File: config.mk
export PLATFORM = sky130hd
export DESIGN_NAME = debounce_bank
export DESIGN_NICKNAME = d
export VERILOG_FILES = /design/src/rtl/debounce_bank_pkg.sv /design/src/rtl/debounce_bank_tick_gen.sv /design/src/rtl/debounce_bank.sv
export SDC_FILE = /design/constraint.sdc
export NUM_CORES = 1
export LEC_CHECK = 0
export ABC_CLOCK_PERIOD_IN_PS = 11200
export BUFFER_PORTS_ARGS = -buffer_cell sky130_fd_sc_hd__buf_2
export CORE_MARGIN = 8
export CORE_UTILIZATION = 35
export DETAILED_ROUTE_END_ITERATION = 12
export SYNTH_ARGS = -nofsm -noshare
export SYNTH_HDL_FRONTEND = slang
export SYNTH_SLANG_ARGS = --single-unit
File: constraint.sdc
create_clock -name i_clk_50MHZ -period 11.2 [get_ports i_clk_50MHZ]
set_clock_uncertainty 0.2 [all_clocks]
set_input_delay 1.12 -clock i_clk_50MHZ [delete_from_list [all_inputs] [get_ports i_clk_50MHZ]]
set_output_delay 1.12 -clock i_clk_50MHZ [all_outputs]
set_load 0.1 [all_outputs]
File: src/rtl/debounce_bank_pkg.sv
// rtl/debounce_bank_pkg.sv - shared types and helpers for the button debounce bank
package debounce_bank_pkg;

    typedef enum logic [1:0] {
        ST_IDLE = 2'd0,
        ST_HELD = 2'd1,
        ST_LONG = 2'd2
    } hold_state_t;

    localparam int TICKS_PER_SEC = 1000;

    // Counter width able to hold max_val; never narrower than one bit.
    function automatic int cnt_width(input int max_val);
        return (max_val < 1) ? 1 : $clog2(max_val + 1);
    endfunction

endpackage

File: src/rtl/debounce_bank_tick_gen.sv
// rtl/debounce_bank_tick_gen.sv - free-running divider producing one shared 1 ms tick
module debounce_bank_tick_gen
    import debounce_bank_pkg::*;
#(
    parameter int CLK_HZ = 50_000_000,
    parameter int DIV    = 1000
) (
    input  logic i_clk,
    input  logic i_rst_n,
    output logic o_tick
);

    localparam int TC = (CLK_HZ / DIV < 1) ? 1 : CLK_HZ / DIV;
    localparam int CW = cnt_width(TC - 1);

    logic [CW-1:0] r_cnt;
    logic          w_tc;

    assign w_tc   = (r_cnt == CW'(TC - 1));
    assign o_tick = w_tc;

    always_ff @(posedge i_clk or negedge i_rst_n) begin
        if (!i_rst_n) begin
            r_cnt <= '0;
        end else if (w_tc) begin
            r_cnt <= '0;
        end else begin
            r_cnt <= r_cnt + 1'b1;
        end
    end

endmodule

File: src/rtl/debounce_bank.sv
// rtl/debounce_bank.sv - N-channel button conditioner: sync, debounce, press/release, long-press, auto-repeat
module debounce_bank
    import debounce_bank_pkg::*;
#(
    parameter int N_CH       = 4,
    parameter int CLK_HZ     = 50_000_000,
    parameter int ACTIVE_LOW = 1,
    parameter int STABLE_MS  = 10,
    parameter int LONG_MS    = 1000,
    parameter int REPEAT_MS  = 200
) (
    input  logic            i_clk_50MHZ,
    input  logic            i_reset,
    input  logic [N_CH-1:0] i_pb,
    output logic [N_CH-1:0] o_level,
    output logic [N_CH-1:0] o_press,
    output logic [N_CH-1:0] o_release,
    output logic [N_CH-1:0] o_long_press,
    output logic [N_CH-1:0] o_step
);

    localparam int   SW       = cnt_width(STABLE_MS);
    localparam int   HW       = cnt_width(LONG_MS);
    localparam int   RW       = cnt_width(REPEAT_MS);
    localparam logic POL      = (ACTIVE_LOW != 0);
    localparam logic RAW_IDLE = POL;

    logic w_tick;

    debounce_bank_tick_gen #(
        .CLK_HZ (CLK_HZ),
        .DIV    (TICKS_PER_SEC)
    ) u_tick_gen (
        .i_clk   (i_clk_50MHZ),
        .i_rst_n (i_reset),
        .o_tick  (w_tick)
    );

    for (genvar g = 0; g < N_CH; g++) begin : g_ch
        logic [1:0]    r_sync;
        logic          w_s;
        logic          w_diff;
        logic          w_flip;
        logic          w_level_nxt;
        logic [SW-1:0] r_stab_cnt;
        logic          r_level;
        logic          r_press;
        logic          r_rel;
        hold_state_t   r_state, w_state_nxt;
        logic [HW-1:0] r_hold_cnt, w_hold_nxt;
        logic [RW-1:0] r_rep_cnt, w_rep_nxt;
        logic          w_long;
        logic          w_rep;
        logic          r_long;
        logic          r_step;

        assign w_s    = r_sync[1] ^ POL;
        assign w_diff = (w_s != r_level);
        // Level flips on the first tick after the stability counter has saturated.
        assign w_flip      = w_diff && w_tick && (r_stab_cnt == SW'(STABLE_MS));
        assign w_level_nxt = r_level ^ w_flip;

        always_ff @(posedge i_clk_50MHZ or negedge i_reset) begin
            if (!i_reset) begin
                r_sync     <= {2{RAW_IDLE}};
                r_stab_cnt <= '0;
                r_level    <= 1'b0;
                r_press    <= 1'b0;
                r_rel      <= 1'b0;
            end else begin
                r_sync  <= {r_sync[0], i_pb[g]};
                r_level <= w_level_nxt;
                r_press <= w_flip & ~r_level;
                r_rel   <= w_flip & r_level;
                if (!w_diff || w_flip) begin
                    r_stab_cnt <= '0;
                end else if (w_tick && (r_stab_cnt != SW'(STABLE_MS))) begin
                    r_stab_cnt <= r_stab_cnt + 1'b1;
                end
            end
        end

        // Hold FSM follows the next level so no long/step pulse can share a cycle with release.
        always_comb begin
            w_state_nxt = r_state;
            w_hold_nxt  = r_hold_cnt;
            w_rep_nxt   = r_rep_cnt;
            w_long      = 1'b0;
            w_rep       = 1'b0;
            if (!w_level_nxt) begin
                w_state_nxt = ST_IDLE;
                w_hold_nxt  = '0;
                w_rep_nxt   = '0;
            end else begin
                case (r_state)
                    ST_IDLE: begin
                        w_state_nxt = ST_HELD;
                        w_hold_nxt  = '0;
                        w_rep_nxt   = '0;
                    end
                    ST_HELD: begin
                        if (w_tick) begin
                            if (r_hold_cnt == HW'(LONG_MS - 1)) begin
                                w_state_nxt = ST_LONG;
                                w_hold_nxt  = '0;
                                w_rep_nxt   = '0;
                                w_long      = 1'b1;
                            end else begin
                                w_hold_nxt = r_hold_cnt + 1'b1;
                            end
                        end
                    end
                    ST_LONG: begin
                        if ((REPEAT_MS > 0) && w_tick) begin
                            if (r_rep_cnt == RW'(REPEAT_MS - 1)) begin
                                w_rep_nxt = '0;
                                w_rep     = 1'b1;
                            end else begin
                                w_rep_nxt = r_rep_cnt + 1'b1;
                            end
                        end
                    end
                    default: begin
                        w_state_nxt = ST_IDLE;
                        w_hold_nxt  = '0;
                        w_rep_nxt   = '0;
                    end
                endcase
            end
        end

        always_ff @(posedge i_clk_50MHZ or negedge i_reset) begin
            if (!i_reset) begin
                r_state    <= ST_IDLE;
                r_hold_cnt <= '0;
                r_rep_cnt  <= '0;
                r_long     <= 1'b0;
                r_step     <= 1'b0;
            end else begin
                r_state    <= w_state_nxt;
                r_hold_cnt <= w_hold_nxt;
                r_rep_cnt  <= w_rep_nxt;
                r_long     <= w_long;
                r_step     <= (w_flip & ~r_level) | w_rep;
            end
        end

        assign o_level[g]      = r_level;
        assign o_press[g]      = r_press;
        assign o_release[g]    = r_rel;
        assign o_long_press[g] = r_long;
        assign o_step[g]       = r_step;
    end

endmodule
## Yosys cells after proc, flatten, opt, wreduce, memory -nomap -nowiden

Index checks and enable logic that the tools add are counted.

| operators by class | value |
|---|---|
| equal/unequal tests | 45 |
| $add $sub $neg | 13 |
| bitwise gates (word level) | 24 |
| mux-type cells | 97 |
| reductions and logical operators | 40 |

Operator list:

| operator | number |
|---|---|
| $mux 8 | 20 |
| $mux 10 | 12 |
| $pmux 10 s2 | 4 |
| $pmux 8 s2 | 4 |
| $add 10x1->10 const B | 4 |
| $eq 10x10->1 const B | 4 |
| $ne 3x3->1 const B | 12 |
| $add 8x1->8 const B | 4 |
| $eq 8x8->1 const B | 4 |
| $mux 1 | 32 |
| $mux 4 | 8 |
| $mux 2 | 12 |
| $pmux 2 s3 | 4 |
| $reduce_and 3->1 | 8 |
| $add 16x1->16 const B | 1 |
| $add 4x1->4 const B | 4 |
| $eq 16x16->1 const B | 1 |
| $eq 4x4->1 const B | 4 |
| $mux 16 | 1 |
| $ne 4x4->1 const B | 4 |
| $logic_and 1x1->1 | 12 |
| $and 1x1->1 | 8 |
| $eq 2x1->1 const B | 4 |
| $eq 2x2->1 const B | 4 |
| 10 further kinds | 44 |

| word-level totals | value |
|---|---|
| register bits | 140 |
| word-level logic and storage cells | 260 |
| input port bits | 6 |

## Longest topological paths before layout

Gate-level depths: netlist of run 1.

| depth | value |
|---|---|
| word-level depth | 7 |
| depth in mapped cells | 15 |
| gate-level depth less buffers | 11 |

## Hierarchy

From an unflattened synthesis of run 1, not the netlist that was laid out.

| unflattened totals | value |
|---|---|
| cell total of the unflattened synthesis | 735 |
| area total of the unflattened synthesis | 7186.9 um2 |

Modules (own cells, without submodules):

| module | area each (um2) | cells each | instances |
|---|---|---|---|
| debounce_bank | 6424.9 | 668 | 1 |
| debounce_bank_tick_gen | 762.0 | 67 | 1 |

## Worst setup path after synthesis of run 1

Ideal clock, no wire load.

| timing | value |
|---|---|
| kind | register -> register |
| start point | reg u_tick_gen.r_cnt[5] |
| end point | reg g_ch[0].r_rep_cnt[7] |
| slack | 7041 ps |
| data arrival time | 3864 ps |
| required time | 10905 ps |
| setup time | 95 ps |
| cell stages (with the launch flop) | 14 |
| path through | dfrtp_1 > or4b_1 > buf_2 > nor4_1 > buf_2 > buf_2 > buf_2 > and2_1 > ha_1 > clkbuf_1 > nor3b_1 > o41ai_1 > or2_1 > o31ai_1 |

| between the ends | value |
|---|---|
| cells in the longest elaborated chain, start to end | 6 |
| elaborated cells between the ends (all ways) | 9 |
| those cells by class | eq/ne (4); mux (1); bitwise (1); reduce/logical (3) |

Ends and longest elaborated chain:

| what | RTL line | source |
|---|---|---|
| start: declaration | debounce_bank_tick_gen.sv:16 | `logic [CW-1:0] r_cnt;` |
| start signal: assignment | debounce_bank_tick_gen.sv:28 | `r_cnt <= r_cnt + 1'b1;` |
| $eq 16x16->1 (*) | debounce_bank_tick_gen.sv:19 | `assign w_tc = (r_cnt == CW'(TC - 1));` |
| $logic_and 1x1->1 (2 in series) | debounce_bank.sv:60 | `assign w_flip = w_diff && w_tick && (r_stab_cnt == SW'(STABLE_MS));` |
| $xor 1x1->1 | debounce_bank.sv:61 | `assign w_level_nxt = r_level ^ w_flip;` |
| $ne 3x3->1 (no source line) | - |  |
| $reduce_and 3->1 (no source line) | - |  |
| end signal: assignment | debounce_bank.sv:142 | `r_rep_cnt <= w_rep_nxt;` |
| end: declaration | debounce_bank.sv:51 | `logic [RW-1:0] r_rep_cnt, w_rep_nxt;` |

Mark *: on every way between the ends. The rest lies on a longest branch, timed or not.
A chain may end at the register's enable or synchronous reset.

## Worst setup path after layout of run 1

| timing | value |
|---|---|
| start point | reg u_tick_gen.r_cnt[5] |
| end point | reg g_ch[1].r_rep_cnt[7] |

| between the ends | value |
|---|---|
| cells in the longest elaborated chain, start to end | 6 |
| elaborated cells between the ends (all ways) | 9 |
| those cells by class | eq/ne (4); mux (1); bitwise (1); reduce/logical (3) |

Ends and longest elaborated chain:

| what | RTL line |
|---|---|
| $eq 16x16->1 (*) | debounce_bank_tick_gen.sv:19 |
| $logic_and 1x1->1 (2 in series) | debounce_bank.sv:60 |
| $xor 1x1->1 | debounce_bank.sv:61 |
| $ne 3x3->1 (no source line) | - |
| $reduce_and 3->1 (no source line) | - |
| end signal: assignment | debounce_bank.sv:142 |
| end: declaration | debounce_bank.sv:51 |

Marked as above.

==> results of run 1 <==
[cells by family after synthesis]
logic type | Yosys count
AO/OA/AOI/OAI | 182
XOR/XNOR | 21
adder cells (fa/ha/maj) | 25
buffers and inverters | 58
flip-flops | 140
multiplexers | 4
AND/OR/NAND/NOR | 305
[cell type report]
class | instances | area (um^2)
clock buffer | 20 | 447
multi-input combinational | 537 | 3240
fill | 2022 | 12100
timing repair buffer | 30 | 169
tap | 270 | 338
inverter | 21 | 78.8
clock inverter | 12 | 123
sequential | 140 | 3510
[how the worst max path moves through the flow]
stage	startpoint	endpoint	slack [ns]	cells after the start
floorplan	u_tick_gen.r_cnt[5]	g_ch[0].r_rep_cnt[7]	7.04	13
global placement	u_tick_gen.r_cnt[5]	g_ch[1].r_rep_cnt[6]	7.06	7
detailed placement	u_tick_gen.r_cnt[5]	g_ch[1].r_rep_cnt[6]	6.92	7
CTS	u_tick_gen.r_cnt[5]	g_ch[1].r_rep_cnt[7]	6.92	7
global route	u_tick_gen.r_cnt[5]	g_ch[1].r_rep_cnt[7]	6.58	7
finish	u_tick_gen.r_cnt[5]	g_ch[1].r_rep_cnt[7]	6.93	7
[metrics by stage]
step / cell area, um^2 / hold WS, ns / setup WS [ns]
6_report: 7910 / 0.157 / 6.93
5_1_grt: 7910 / 0.159 / 6.58
4_1_cts: 7910 / 0.157 / 6.92
3_5_place_dp: 7340 / 0.149 / 6.92
3_3_place_gp: 7340 / 0.146 / 7.06
2_1_floorplan: 7060 / 0.145 / 7.04
[cell usage after synthesis, drive strengths merged, types with 8 or more instances]
| cell | n | area share |
|---|---|---|
| nand4 | 10 | 0.0089 |
| o21ai | 91 | 0.065 |
| nor2b | 11 | 0.0098 |
| xor2 | 11 | 0.014 |
| and3 | 25 | 0.022 |
| dfrtp | 132 | 0.47 |
| nand3 | 36 | 0.026 |
| o31ai | 21 | 0.023 |
| nor2 | 73 | 0.039 |
| a21oi | 32 | 0.023 |
| nand2b | 12 | 0.011 |
| or3 | 12 | 0.011 |
| inv | 21 | 0.011 |
| dfstp | 8 | 0.030 |
| clkbuf | 10 | 0.0053 |
| a31oi | 8 | 0.0071 |
| buf | 27 | 0.027 |
| nand2 | 56 | 0.030 |
| ha | 25 | 0.044 |
| nor3 | 25 | 0.021 |
| xnor2 | 10 | 0.012 |
[flip-flops by register name, summed over array words and instances (netlist names)]
signal            cells
g_ch.r_hold_cnt      40
g_ch.r_level          4
g_ch.r_long           4
g_ch.r_press          4
g_ch.r_rel            4
g_ch.r_rep_cnt       32
g_ch.r_stab_cnt      16
g_ch.r_state          8
g_ch.r_step           4
g_ch.r_sync           8
u_tick_gen.r_cnt     16
[power breakdown]
part	internal [mW]	total (mW)	switching, mW
Clock	0.331	0.545	0.214
Sequential	0.509	0.509	0.000674
Combinational	0.00136	0.0123	0.0110
Total	0.841	1.07	0.225
[layer usage]
metal	GRT usage	routed length, um	part of all wire
met1	0.156	6850	0.49
met2	0.186	6420	0.46
met3	0.0328	441	0.032
met4	0.0418	160	0.012
met5	0	0	0
[worst max-delay path, cell delays in order (launching register included)]
cell	delay, ns
dfrtp_1	0.42
or4b_1	0.68
or4_4	0.75
nor4_1	0.46
ha_1	0.37
o31ai_1	0.94
o21ai_0	0.23
o41ai_1	0.11
==> results.toml, run 1 <==
[run_status]
outcome = "finished clean"

[finish]
num_antenna_cells = 0
layoutNonFillerInstCount = 1030
fin_nets = 778
area_delta_synth_final_pct = 12.1
final_cell_mix = "132 x dfrtp_1, 90 x o21ai_0, 73 x nor2_1"
final_common_cell = "dfrtp_1"
layout-drive-gt1-share = 0.117
utilization = 0.395

[clocking]
clk_pin_slew_ns = 0.06
cts_setup_buffers = 0
numCtsBuffers = 17
hold_buffers = 0
root_buffer = "clkbuf_16"
clock_path_buffers = 2
cts_sinks = 140
tritoncts = "done"
h-tree-depth = 4
cts_resized = 0
clk_latency_ns = 0.43

[worst_setup_path]
r2r_slack_ns = 6.93
rr_worst_depth = 7
startpoint_type = "flop"
worstReg2RegStart = "u_tick_gen.r_cnt[5]"
reg2reg_to = "g_ch[1].r_rep_cnt[7]"
cp.required_ns = 11.31
crit_path_max_fanout = 29
cp-end-kind = "flop"
worstSetupPathType = "reg -> reg"
cp.arrival_ns = 4.38

[yosys]
synth_xor_area_frac = 0.0261
async_flop_share = 1.00
synth_cells = 735
syn_area_um2 = 7060
ys_seq_area_frac = 0.498
synth-simple-area-share = 0.226
avgSynthCellArea_um2 = 9.60
synthAdderAreaFrac = 0.0443
yosysWarnings = 0
synth_compound_area_frac = 0.156
netlist-cell-type-count = 56
synthFlopType = "dfrtp_1"
synth_edf_count = 0
synth_top_family_by_area = "simple AND/OR/NAND/NOR gates"
synth_seq_cells = 140
syn_nets = 766
synth_mux_area_frac = 0.00603

[flow_run]
maxCapViolCount = 0

[placed_design]
dp_hpwl_um = 9280
gp_congestion = 0.788
portBuffers = 25
dpl.cell_count = 998

[global_routing]
overflow = 0
grt_pass1_wl_um = 24000
grt_usage = 0.119
grt_max_degree = 77
antenna_found_initial = 0
grt_pass1_vias = 4988

[detailed_routing]
drt-wirelength-per-cell_um = 13.5
dr.pass1.iters = 4
via_per_inst = 5.10
drt_wl_total_um = 13900
drc_errors = 0
vias = 5250
drt_iter0_markers = 313
ant_nets = 0

[pwr]
ir_drop_mv = 0.0827
leakagePower_nw = 3.49
p_total_mw = 1.07
power_density_nw_per_um2 = 135

[sta]
rsz0062_at_grt = "no"
final-hold-violation-count = 0
period_minus_slack_ns = 4.27
slew_headroom = 0.246
finalSetupTns_ns = 0
setup_viol = 0
tightest_slew_ns = 1.12
slew_violations = 0
fin_crit_sh = 0.382
fmaxAchievable_mhz = 234

[floorplanning]
rows = 52
design.core.area_um2 = 20000
ios = 26
fp.dieArea_um2 = 25000
dieHeight_um = 158
die_x_um = 158
initial_core_util = 0.352

[worst_hold_path]
hold_start = "g_ch[2].r_sync[0]"
hold_path.class = "reg -> reg"
min_path_cells = 0
worstHoldEndpoint = "g_ch[2].r_sync[1]"
(Power assumes the default switching activity.)
==> inputs of run 2 (changes only) <==
ABC_CLOCK_PERIOD_IN_PS = 3570   (was 11200)
clock period = 3.57 ns   (was 11.2 ns; I/O delays follow)
==> run 2 against run 1 <==
Core utilization rose by 2.7 points. Critical endpoint is now g_ch[3].r_rep_cnt[6]. Total power rose to 3.4 times the previous value. Sequential share of layout area is 2.9 points lower. First-iteration DRC count rose by 17%. Clock-buffer cell count rose by 1. Register-to-register slack worse by 6.7 ns. Sequential power grew to 3.1 times the previous value. Global-route usage increased by 0.26 points. Via count grew 2.2%. Non-clock buffer count up 29. Final cell count up 2.7%.
==> results.toml, run 2 (synthesis gave the netlist of run 1 again) <==
[finish]
area_delta_synth_final_pct = 19.9
utilization = 0.422
final_cell_mix = "132 x dfrtp_1, 88 x o21ai_0, 72 x nor2_1"
num_antenna_cells = 0
reg_top3 = "g_ch.r_hold_cnt: 40 flops, g_ch.r_rep_cnt: 32 flops"
regMostFlops = "g_ch.r_hold_cnt"
layout-drive-gt1-share = 0.165
largest_reg_flops = 40
fin_nets = 807
stdcell_area_um2 = 8460
final_common_cell = "dfrtp_1"
layoutNonFillerInstCount = 1058

[worst_setup_path]
crit_path_max_fanout = 8
startpoint_type = "flop"
cp-end-kind = "flop"
cp.arrival_ns = 3.51
reg2reg_to = "g_ch[3].r_rep_cnt[6]"
rr_worst_depth = 9
cp.required_ns = 3.69
r2r_slack_ns = 0.18
critPathLaunch = "u_tick_gen.r_cnt[13]"
worstSetupEndpoint = "g_ch[3].r_rep_cnt[6]"
worstSetupPathType = "reg -> reg"
worstReg2RegStart = "u_tick_gen.r_cnt[13]"

[clocking]
root_buffer = "clkbuf_16"
cts_sinks = 140
clk_pin_slew_ns = 0.06
tritoncts = "done"
h-tree-depth = 4
clock_path_buffers = 2
numCtsBuffers = 17
clk_latency_ns = 0.42

[detailed_routing]
wl_met1_um = 7070
vias = 5367
drt_iter0_markers = 366
ant_nets = 0
route.met2.wl_um = 6600
via_per_inst = 5.07
dr.pass1.iters = 4
drc_errors = 0
drt_wl_total_um = 14200
highest_layer = "met4"
wl_met3_um = 325
drt-wirelength-per-cell_um = 13.4

[sta]
period_minus_slack_ns = 3.39
fmaxAchievable_mhz = 295
fin_crit_sh = 0.950
postLayoutSetupSlackWorst_ns = 0.179
final-hold-violation-count = 0
setup_viol = 0
tightest_slew_ns = 0.727
slew_headroom = 0.512
rsz0062_at_grt = "no"
slew_violations = 0

[global_routing]
grt_max_degree = 59
grt_pass1_vias = 5095
grt_pass1_wl_um = 24600
overflow = 0
antenna_found_initial = 0
grt_usage = 0.122

[floorplanning]
fp.dieArea_um2 = 25000
initial_core_util = 0.352
dieHeight_um = 158
ios = 26
die_x_um = 158
design.core.area_um2 = 20000
rows = 52

[placed_design]
gp_congestion = 0.798
dpl.cell_count = 1018
placed_cell_area_um2 = 7650
place_ws_ns = 0.0580
portBuffers = 25
dp_hpwl_um = 9610

[flow_run]
maxCapViolCount = 0

[pwr]
power_density_nw_per_um2 = 433
ir_drop_mv = 0.274
leakagePower_nw = 3.71

[run_status]
outcome = "finished clean"

[worst_hold_path]
hold_path.class = "reg -> reg"
run 2: stage by stage:
| step | setup TNS, ns | hold slack [ns] | total power [mW] |
|---|---|---|---|
| 3_5_place_dp | 0 | 0.142 | 1.67 |
| 4_1_cts | 0 | 0.154 | 3.71 |
| 3_3_place_gp | 0 | 0.141 | 1.67 |
| 5_1_grt | 0 | 0.157 | 3.78 |
| 6_report | 0 | 0.152 | 3.66 |
| 2_1_floorplan | -0.231 | -0.139 | 1.63 |
run 2: report_power, final:
| group | total, mW | switching [mW] | internal [mW] |
|---|---|---|---|
| registers | 1.60 | 0.00188 | 1.60 |
| clock network | 2.02 | 0.668 | 1.35 |
| logic | 0.0460 | 0.0359 | 0.0101 |
| total | 3.66 | 0.706 | 2.95 |
run 2: per-layer routing:
metal,vias to the layer above,track usage
met2,44,0.194
met1,2577,0.158
met5,-,0
met4,0,0.0467
li1,2729,-
met3,17,0.0300
run 2: repair_timing:
action	4_1_cts	5_1_grt
hold buffers	5	0
endpoints found under the setup margin	0	23
hold endpoints to repair	50	0
setup buffers	0	4
gates resized for setup	0	10
run 2: worst min-delay path by stage:
stage,slack (ns),endpoint,startpoint,cells past startpoint
floorplan,-0.14,g_ch[0].r_hold_cnt[0],i_reset,0
global placement,0.14,g_ch[0].r_rep_cnt[6],i_reset,1
detailed placement,0.14,g_ch[0].r_rep_cnt[5],i_reset,1
CTS,0.15,g_ch[1].r_sync[1],g_ch[1].r_sync[0],0
global route,0.16,g_ch[1].r_sync[1],g_ch[1].r_sync[0],0
finish,0.15,g_ch[1].r_sync[1],g_ch[1].r_sync[0],0
run 2: worst max-delay path, stage by stage, from the launching register on:
cell	delay, ns
dfrtp_1	0.41
or4b_1	0.56
or4_4	0.60
nor2_1	0.26
ha_2	0.28
inv_1	0.10
nand2_1	0.19
o22ai_4	0.12
or3_1	0.36
o31ai_1	0.19
run 2: final cells by class:
type                       count  area [um^2]
clock inverter                10          211
multi-input combinational    537         3450
tap                          270          338
sequential                   140         3510
inverter                      21         78.8
clock buffer                  21          460
fill                        1932        11600
timing repair buffer          59          412
